[config.mk]
export PLATFORM = sky130hd
export DESIGN_NAME = mem_access_unit
export DESIGN_NICKNAME = d
export VERILOG_FILES = /design/src/rtl/mem_pkg.sv /design/src/rtl/mem_access_unit_load_extend.sv /design/src/rtl/mem_access_unit.sv
export SDC_FILE = /design/constraint.sdc
export NUM_CORES = 1
export LEC_CHECK = 0
export ABC_AREA = 1
export BUFFER_PORTS_ARGS = -buffer_cell sky130_fd_sc_hd__buf_2
export CORE_AREA = 4 4 143 145
export CTS_BUF_LIST = sky130_fd_sc_hd__clkbuf_4
export DETAILED_ROUTE_END_ITERATION = 10
export DIE_AREA = 0 0 147 149
export GPL_TIMING_DRIVEN = 1
export PLACE_DENSITY = 0.87
export REMOVE_ABC_BUFFERS = 1
export SETUP_SLACK_MARGIN = 0.5
export SLEW_MARGIN = 20
export SYNTH_ARGS = -nofsm -noshare
export SYNTH_HDL_FRONTEND = slang
export SYNTH_SLANG_ARGS = --single-unit
[constraint.sdc]
create_clock -name CLK -period 3 [get_ports CLK]
set_input_delay 0.15 -clock CLK [delete_from_list [all_inputs] [get_ports CLK]]
set_output_delay 0.15 -clock CLK [all_outputs]
set_load 0.02 [all_outputs]
[src/rtl/mem_pkg.sv]
// Shared encodings for the load/store sequencer: funct3 codes, memory
// enable encodings, FSM state codes and access-size decode.
package mem_pkg;

    localparam logic [2:0] F3_B  = 3'b000;
    localparam logic [2:0] F3_H  = 3'b001;
    localparam logic [2:0] F3_W  = 3'b010;
    localparam logic [2:0] F3_BU = 3'b100;
    localparam logic [2:0] F3_HU = 3'b101;

    localparam logic [3:0] REN_IDLE = 4'b0000;
    localparam logic [3:0] REN_LW   = 4'b1000;
    localparam logic [3:0] REN_LH   = 4'b0010;
    localparam logic [3:0] REN_LHU  = 4'b1010;
    localparam logic [3:0] REN_LB   = 4'b0001;
    localparam logic [3:0] REN_LBU  = 4'b1001;

    localparam logic [3:0] WEN_NONE = 4'b0000;
    localparam logic [3:0] WEN_SW   = 4'b1000;
    localparam logic [3:0] WEN_SH   = 4'b0010;
    localparam logic [3:0] WEN_SB   = 4'b0001;

    localparam logic [1:0] ST_IDLE   = 2'd0;
    localparam logic [1:0] ST_ACCESS = 2'd1;
    localparam logic [1:0] ST_SPLIT  = 2'd2;
    localparam logic [1:0] ST_RESP   = 2'd3;

    // Access size in bytes; 0 marks an illegal funct3.
    function automatic logic [2:0] size_of(input logic [2:0] f3);
        case (f3)
            F3_B, F3_BU: size_of = 3'd1;
            F3_H, F3_HU: size_of = 3'd2;
            F3_W:        size_of = 3'd4;
            default:     size_of = 3'd0;
        endcase
    endfunction

    function automatic logic [3:0] ren_of(input logic [2:0] f3);
        case (f3)
            F3_B:    ren_of = REN_LB;
            F3_BU:   ren_of = REN_LBU;
            F3_H:    ren_of = REN_LH;
            F3_HU:   ren_of = REN_LHU;
            F3_W:    ren_of = REN_LW;
            default: ren_of = REN_IDLE;
        endcase
    endfunction

    function automatic logic [3:0] wen_of(input logic [2:0] f3);
        case (f3)
            F3_B:    wen_of = WEN_SB;
            F3_H:    wen_of = WEN_SH;
            F3_W:    wen_of = WEN_SW;
            default: wen_of = WEN_NONE;
        endcase
    endfunction

endpackage

[src/rtl/mem_access_unit_load_extend.sv]
// Sign/zero extension of an assembled little-endian byte buffer according
// to the load funct3.
module load_extend
    import mem_pkg::*;
(
    input  logic [31:0] i_buf,
    input  logic [2:0]  i_funct3,
    output logic [31:0] o_data
);

    always_comb begin
        o_data = '0;
        case (i_funct3)
            F3_B:  o_data = {{24{i_buf[7]}}, i_buf[7:0]};
            F3_BU: o_data = {24'h0, i_buf[7:0]};
            F3_H:  o_data = {{16{i_buf[15]}}, i_buf[15:0]};
            F3_HU: o_data = {16'h0, i_buf[15:0]};
            F3_W:  o_data = i_buf;
            default: o_data = '0;
        endcase
    end

endmodule

[src/rtl/mem_access_unit.sv]
// Load/store sequencer in front of the byte-addressed data memory: aligned
// accesses take one memory cycle, misaligned ones are split into byte cycles.
module mem_access_unit
    import mem_pkg::*;
#(
    parameter int ADDR_W    = 32,
    parameter int MEM_BYTES = 4096
) (
    input  logic              CLK,
    input  logic              RSTn,
    input  logic              req_valid,
    output logic              req_ready,
    input  logic              req_store,
    input  logic [2:0]        req_funct3,
    input  logic [ADDR_W-1:0] req_addr,
    input  logic [31:0]       req_wdata,
    output logic              resp_valid,
    input  logic              resp_ready,
    output logic [31:0]       resp_rdata,
    output logic              resp_err,
    output logic [3:0]        mem_rEN,
    output logic [3:0]        mem_wEN,
    output logic [ADDR_W-1:0] mem_addr,
    output logic [31:0]       mem_wdata,
    input  logic [31:0]       mem_rdata
);

    // Handshakes: a request transfers on the edge where req_valid && req_ready;
    // a response transfers on the edge where resp_valid && resp_ready.
    logic [1:0]        r_state;
    logic              r_store;
    logic [2:0]        r_funct3;
    logic [ADDR_W-1:0] r_addr;
    logic [31:0]       r_wdata;
    logic [1:0]        r_k;
    logic [31:0]       r_buf;
    logic [31:0]       r_rdata;
    logic              r_err;

    logic [2:0]        w_size;
    logic [ADDR_W:0]   w_end;
    logic              w_fault;
    logic              w_aligned;
    logic              w_last;
    logic [31:0]       w_buf_merged;
    logic [31:0]       w_ext;

    assign w_size = size_of(req_funct3);
    // One extra bit so addr+N-1 cannot wrap below MEM_BYTES.
    assign w_end  = {1'b0, req_addr} + (ADDR_W+1)'(w_size) - (ADDR_W+1)'(1);
    assign w_fault = (w_size == 3'd0) || (req_store && req_funct3[2])
                  || (w_end >= (ADDR_W+1)'(MEM_BYTES));
    assign w_aligned = (w_size == 3'd4) ? (req_addr[1:0] == 2'b00) :
                       (w_size == 3'd2) ? !req_addr[0] : 1'b1;
    assign w_last = ({1'b0, r_k} == (size_of(r_funct3) - 3'd1));

    always_comb begin
        w_buf_merged = r_buf;
        w_buf_merged[{r_k, 3'b000} +: 8] = mem_rdata[7:0];
    end

    load_extend u_load_extend (
        .i_buf    (w_buf_merged),
        .i_funct3 (r_funct3),
        .o_data   (w_ext)
    );

    assign req_ready  = (r_state == ST_IDLE);
    assign resp_valid = (r_state == ST_RESP);
    assign resp_rdata = r_rdata;
    assign resp_err   = r_err;

    always_comb begin
        mem_rEN   = REN_IDLE;
        mem_wEN   = WEN_NONE;
        mem_addr  = '0;
        mem_wdata = '0;
        case (r_state)
            ST_ACCESS: begin
                mem_addr = r_addr;
                if (r_store) begin
                    mem_wEN   = wen_of(r_funct3);
                    mem_wdata = r_wdata;
                end else begin
                    mem_rEN = ren_of(r_funct3);
                end
            end
            ST_SPLIT: begin
                mem_addr = r_addr + ADDR_W'(r_k);
                if (r_store) begin
                    mem_wEN   = WEN_SB;
                    mem_wdata = {24'h0, r_wdata[{r_k, 3'b000} +: 8]};
                end else begin
                    mem_rEN = REN_LBU;
                end
            end
            default: ;
        endcase
    end

    always_ff @(posedge CLK or negedge RSTn) begin
        if (!RSTn) begin
            r_state  <= ST_IDLE;
            r_store  <= 1'b0;
            r_funct3 <= '0;
            r_addr   <= '0;
            r_wdata  <= '0;
            r_k      <= '0;
            r_buf    <= '0;
            r_rdata  <= '0;
            r_err    <= 1'b0;
        end else begin
            case (r_state)
                ST_IDLE: begin
                    if (req_valid) begin
                        r_store  <= req_store;
                        r_funct3 <= req_funct3;
                        r_addr   <= req_addr;
                        r_wdata  <= req_wdata;
                        r_k      <= '0;
                        r_buf    <= '0;
                        r_rdata  <= '0;
                        r_err    <= w_fault;
                        if (w_fault)        r_state <= ST_RESP;
                        else if (w_aligned) r_state <= ST_ACCESS;
                        else                r_state <= ST_SPLIT;
                    end
                end
                ST_ACCESS: begin
                    r_rdata <= r_store ? 32'h0 : mem_rdata;
                    r_state <= ST_RESP;
                end
                ST_SPLIT: begin
                    if (!r_store) r_buf <= w_buf_merged;
                    if (w_last) begin
                        r_rdata <= r_store ? 32'h0 : w_ext;
                        r_state <= ST_RESP;
                    end else begin
                        r_k <= r_k + 2'd1;
                    end
                end
                ST_RESP: begin
                    if (resp_ready) r_state <= ST_IDLE;
                end
                default: r_state <= ST_IDLE;
            endcase
        end
    end

endmodule
## Word level (Yosys, flattened, before mapping)

Index checks and enable logic that the tools add are counted.

- $add $sub $neg: 6
- Magnitude comparators: 1
- Equality and inequality tests: 19
- Shift operators: 3
- Mux-type cells: 34
- Reductions and logical operators: 20

Operator list:

| kind | count |
|---|---|
| 32-bit 2-to-1 mux | 6 |
| 32-bit one-hot mux with 2 select lines | 3 |
| 32-bit one-hot mux with 5 select lines | 1 |
| 32-bit one-hot mux with 3 select lines | 1 |
| 32-bit by 3-bit adder with 33-bit output | 1 |
| 33-bit by 13-bit >= comparator with 1-bit output (second input constant) | 1 |
| 33-bit by 1-bit subtractor with 33-bit output (second input constant) | 1 |
| 32-bit by 2-bit adder with 32-bit output | 1 |
| 32-bit bitwise mux | 1 |
| 8-bit by 7-bit variable shift with 32-bit output (first input constant) | 1 |
| 32-bit by 6-bit indexed part select with 8-bit output | 1 |
| 8-bit by 7-bit indexed part select with 32-bit output | 1 |
| 4-bit one-hot mux with 5 select lines | 1 |
| 3-bit one-hot mux with 3 select lines | 2 |
| 4-bit one-hot mux with 2 select lines | 2 |
| 3-bit == test (second input constant) | 5 |
| 2-bit 2-to-1 mux | 7 |
| 4-bit 2-to-1 mux | 3 |
| 4-bit one-hot mux with 3 select lines | 1 |
| 3-bit AND reduction | 4 |
| 3-bit by 2-bit == test with 1-bit output (second input constant) | 3 |
| 3-bit logical NOT | 3 |
| 8-bit 2-to-1 mux | 1 |
| 2-bit != test (second input constant) | 4 |
| other kinds (19) | 28 |

- Register bits: 137
- Output and inout port bits: 107

## Longest topological paths before layout

- Word-level depth: 10
- Depth in mapped cells: 24
- Depth with buffers taken out: 24

## Hierarchy

From an unflattened synthesis, not the netlist that was laid out.

- Cell total of the unflattened synthesis: 1688
- Area, all modules: 10968.0 um2

By module, submodules not included:

| module | times used | cells an instance | area an instance (um2) | seq. area each (um2) |
|---|---|---|---|---|
| mem_access_unit | 1 | 1604 | 10440.0 | 3428.3 |
| load_extend | 1 | 84 | 528.0 | 0.0 |

## Least setup slack after synthesis

Ideal clock, no wire load.

- Path type: register to output
- From: register r_k[0]
- To: output mem_addr[22]
- Arrival time: 2.404 ns
- Setup slack: 0.446 ns
- Cell stages (with the launch flop): 15
- Cells stage by stage: dfrtp_1 ha_1 fa_1 nand2_1 inv_2 nand3_2 nor2_2 nand2_2 nor2_4 nand3_4 nor2_4 nand2_2 nor3_1 a21oi_1 a211oi_1

- Cells in the longest elaborated chain, start to end: 2

Ends and longest elaborated chain:

| what | line | text |
|---|---|---|
| from (decl) | mem_access_unit.sv:35 | `logic [1:0] r_k;` |
| from (signal assigned) | mem_access_unit.sv:139 | `r_k <= r_k + 2'd1;` |
| 32-bit by 2-bit adder with 32-bit output | mem_access_unit.sv:89 | `mem_addr = r_addr + ADDR_W'(r_k);` |
| 32-bit one-hot mux with 2 select lines | mem_access_unit.sv:78 | `case (r_state)` |
| to (decl) | mem_access_unit.sv:23 | `output logic [ADDR_W-1:0] mem_addr,` |

Every way passes these cells.

## Worst setup path in the final report

- From: register r_addr[0]
- To: output mem_addr[16]

- Cells in the longest elaborated chain, start to end: 2

Ends and longest elaborated chain:

| what | line | text |
|---|---|---|
| from (decl) | mem_access_unit.sv:33 | `logic [ADDR_W-1:0] r_addr;` |
| from (signal assigned) | mem_access_unit.sv:118 | `r_addr <= req_addr;` |
| 32-bit by 2-bit adder with 32-bit output | mem_access_unit.sv:89 |  |
| 32-bit one-hot mux with 2 select lines | mem_access_unit.sv:78 |  |

Every way passes these cells.

==> run_results.csv <==
group,metric,value,unit
die,dieHeight,149,µm
detailed_routing,initialDrtViolationCount,1221,
run_status,violations,"negative setup slack",
sta,fin_ws,-256,ps
synth,syn_inst,1587,
final_layout,fillerInstances,1468,
cts,cts_tree,"done",
power_and_ir_drop,ir_drop,471,µV
die,initial_core_util,0.538,
sta,worst_pin_slew,793,ps
sta,slew_viol_final,0,
setup_path,critPathKind,"reg -> out",
global_route,grt_max_degree,86,
detailed_routing,drcViolationCount,0,
detailed_routing,viasPerCell,5.66,
cts,clock_path_buffers,2,
placement,numPortBuffers,208,
synth,synth_edf_count,0,
synth,synth_top_family_by_area,"simple AND/OR/NAND/NOR gates",
sta,min_period_over_period,1.09,
global_route,grt_first_pass_wirelength,56600,µm
placement,placed_cell_area,0.0117,mm²
setup_path,crit_required,2850,ps
global_route,grt.total_usage,0.317,
synth,synth_warnings,0,
final_layout,final-seq-area,0.00343,mm²
synth,synth.cell_area,0.0103,mm²
final_layout,layout.nets,2062,
synth,synth-seq-cells,137,
power_and_ir_drop,finalPower,11.2,mW
sta,finalCriticalPeriod,3260,ps
power_and_ir_drop,leakagePower,6.97,nW
detailed_routing,wl_per_cell,17.0,µm
global_route,grt_pass1_vias,11500,
die,rows,51,
run,cap_violations,0,
min_path,hold_depth,5,
sta,rsz0062_at_grt,"true",
final_layout,multi_input_area,0.00614,mm²
die,die_w,147,µm
final_layout,fin_area,0.0139,mm²
cts,cts_max_level,4,
min_path,hold_path.class,"in -> reg",
synth,synthXorXnorAreaFrac,0.000847,
power_and_ir_drop,cellPowerDensity,803,mW/mm²
sta,hold_viol_final,0,
synth,synth_top_area_cell,"dfrtp_1",
setup_path,cp.arrival,3110,ps
final_layout,synthToLayoutAreaGrowth,34.6,%
synth,avgSynthCellArea,6.52,µm²
detailed_routing,ant_nets,0,
cts,clock_sinks,137,
synth,synthMuxAreaShare,0,
cts,clk_latency,570,ps
global_route,gr-total-overflow,0,
synth,synth_compound_area_frac,0.204,
synth,synthAdderAreaFrac,0.0583,
final_layout,drive_gt1_frac,0.223,
setup_path,r2r_cells,15,
detailed_routing,wirelength,37300,µm
synth,synth_top_area_frac,0.332,
die,ios,211,
synth,yosysUniqueCellTypes,46,
synth,ys_seq_area_frac,0.332,
setup_path,cp_max_fo,3,
placement,gp_congestion,0.963,
cts,cts_root_buf,"clkbuf_4",
placement,place_worst_setup_slack,72.5,ps
setup_path,startpoint_type,"register",
global_route,antenna_found_initial,1,
synth,synth_simple_gate_area_frac,0.278,
detailed_routing,vias,12400,
sta,fin_skew,25.9,ps
setup_path,end_kind,"output pin",
sta,max_freq,307,MHz
cts,cts-buffers-inserted,17,
sta,relSlewSlack,0.471,
final_layout,fin_util,0.725,
sta,setup_viol,10,
cts,cts.reportedPaths.clkPinSlew,140,ps
synth,synth_ff_type,"dfrtp_1",
die,core,0.0192,mm²
sta,whs,109,ps
detailed_routing,firstDrtPassIters,6,
synth,synthTopCellsByArea,"dfrtp_1 (33%), nand2_1 (15%), inv_1 (9.9%), o21ai_0 (7.7%), ha_1 (5.4%)",
synth,async_flop_share,1.00,
die,dieArea,0.0219,mm²
placement,hpwlAfterDp,25200,µm
run_status,status,"finished with violations",
-- where the power goes --
part           internal [mW]  switching (mW)  leakage, nW
clock                  0.372           0.809        0.139
sequential              2.59           0.662         1.79
combinational           2.32            4.42         5.04
total                   5.29            5.89         6.97
-- worst max-delay path, cell delays in order (launching register included) --
cell	delay [ps]
dfrtp_1	410
ha_2	200
fa_2	350
nand2_2	90
inv_4	60
nand3_4	80
nor2_4	40
nand2_2	100
nor2_4	60
nand3_4	90
nor2_4	50
nand2_4	80
nor2_4	50
buf_4	130
buf_6	110
a21oi_1	160
o21ai_1	120
a21oi_2	200
buf_4	170
-- cells in the mapped netlist (all sizes together) (21+ instances only) --
cell and n:
nor2 148, a22oi 45, dfrtp 137, nand2 407, inv 280, o22ai 51
o21ai 160, clkbuf 53, nand3 89, ha 45, a21oi 82, nor3 21
-- final timing paths --
check | slack, ps | to | start
max | -260 | mem_addr[16] | r_addr[0]
min | 110 | r_state[1] | req_addr[1]
max reg2reg | 470 | resp_rdata[21] | r_k[1]
min reg2reg | 520 | r_wdata[1] | r_wdata[1]
max in group asynchronous | 2030 | r_store | RSTn
min in group asynchronous | 170 | r_wdata[24] | RSTn
-- layout by cell type (no fill, tap or decap), types with 60 or more instances in the layout --
master	netlist	layout
nand2_1	404	392
buf_4	3	60
o21ai_0	159	150
buf_2	7	184
nor2_1	143	122
inv_1	274	266
a21oi_1	80	62
dlygate4sd3_1	0	101
nand3_1	85	82
dfrtp_1	137	135
-- cells by family after synthesis --
group / count (synthesis)
buffers and inverters: 344
AO/OA/AOI/OAI: 368
flip-flops: 137
AND/OR/NAND/NOR: 689
XOR/XNOR: 1
other: 1
adder cells (fa/ha/maj): 47
-- sequential cells by signal, indices dropped and copies added (netlist names) --
register,flops
r_addr,32
r_buf,32
r_wdata,32
resp_rdata,32
r_funct3,3
r_k,2
r_state,2
r_store,1
resp_err,1
-- routing by layer --
layer | GRT usage | share of wire
met2 | 0.559 | 0.50
met5 | 0 | 0
met3 | 0.0504 | 0.083
met4 | 0.121 | 0.038
met1 | 0.391 | 0.38
-- through the flow --
stage,instances,TNS (ps)
floorplan,1525,-57230
global placement,2020,0
detailed placement,2020,0
CTS,2165,-654
global route,2190,-3500
finish,2190,-1350
-- timing repair --
item                       4_1_cts  5_1_grt
setup endpoints to repair       61      101
pin swaps                        9       31
setup buffers                   12       22
resized for setup               60      130
hold endpoints to repair       184        0
cloned                           0        2
hold buffers                   101        0
-- cell type report --
class	count	share of cell area
clock buffers	18	0.00971
diodes	1	0.000180
flip-flops and latches	137	0.246
multi-input cells	1107	0.441
repair buffers	366	0.192
clock inverters	14	0.00962
inverters	281	0.0769
repair inverters	1	0.000539
well taps	265	0.0238
Note: power is estimated with default switching activity, not from simulation.
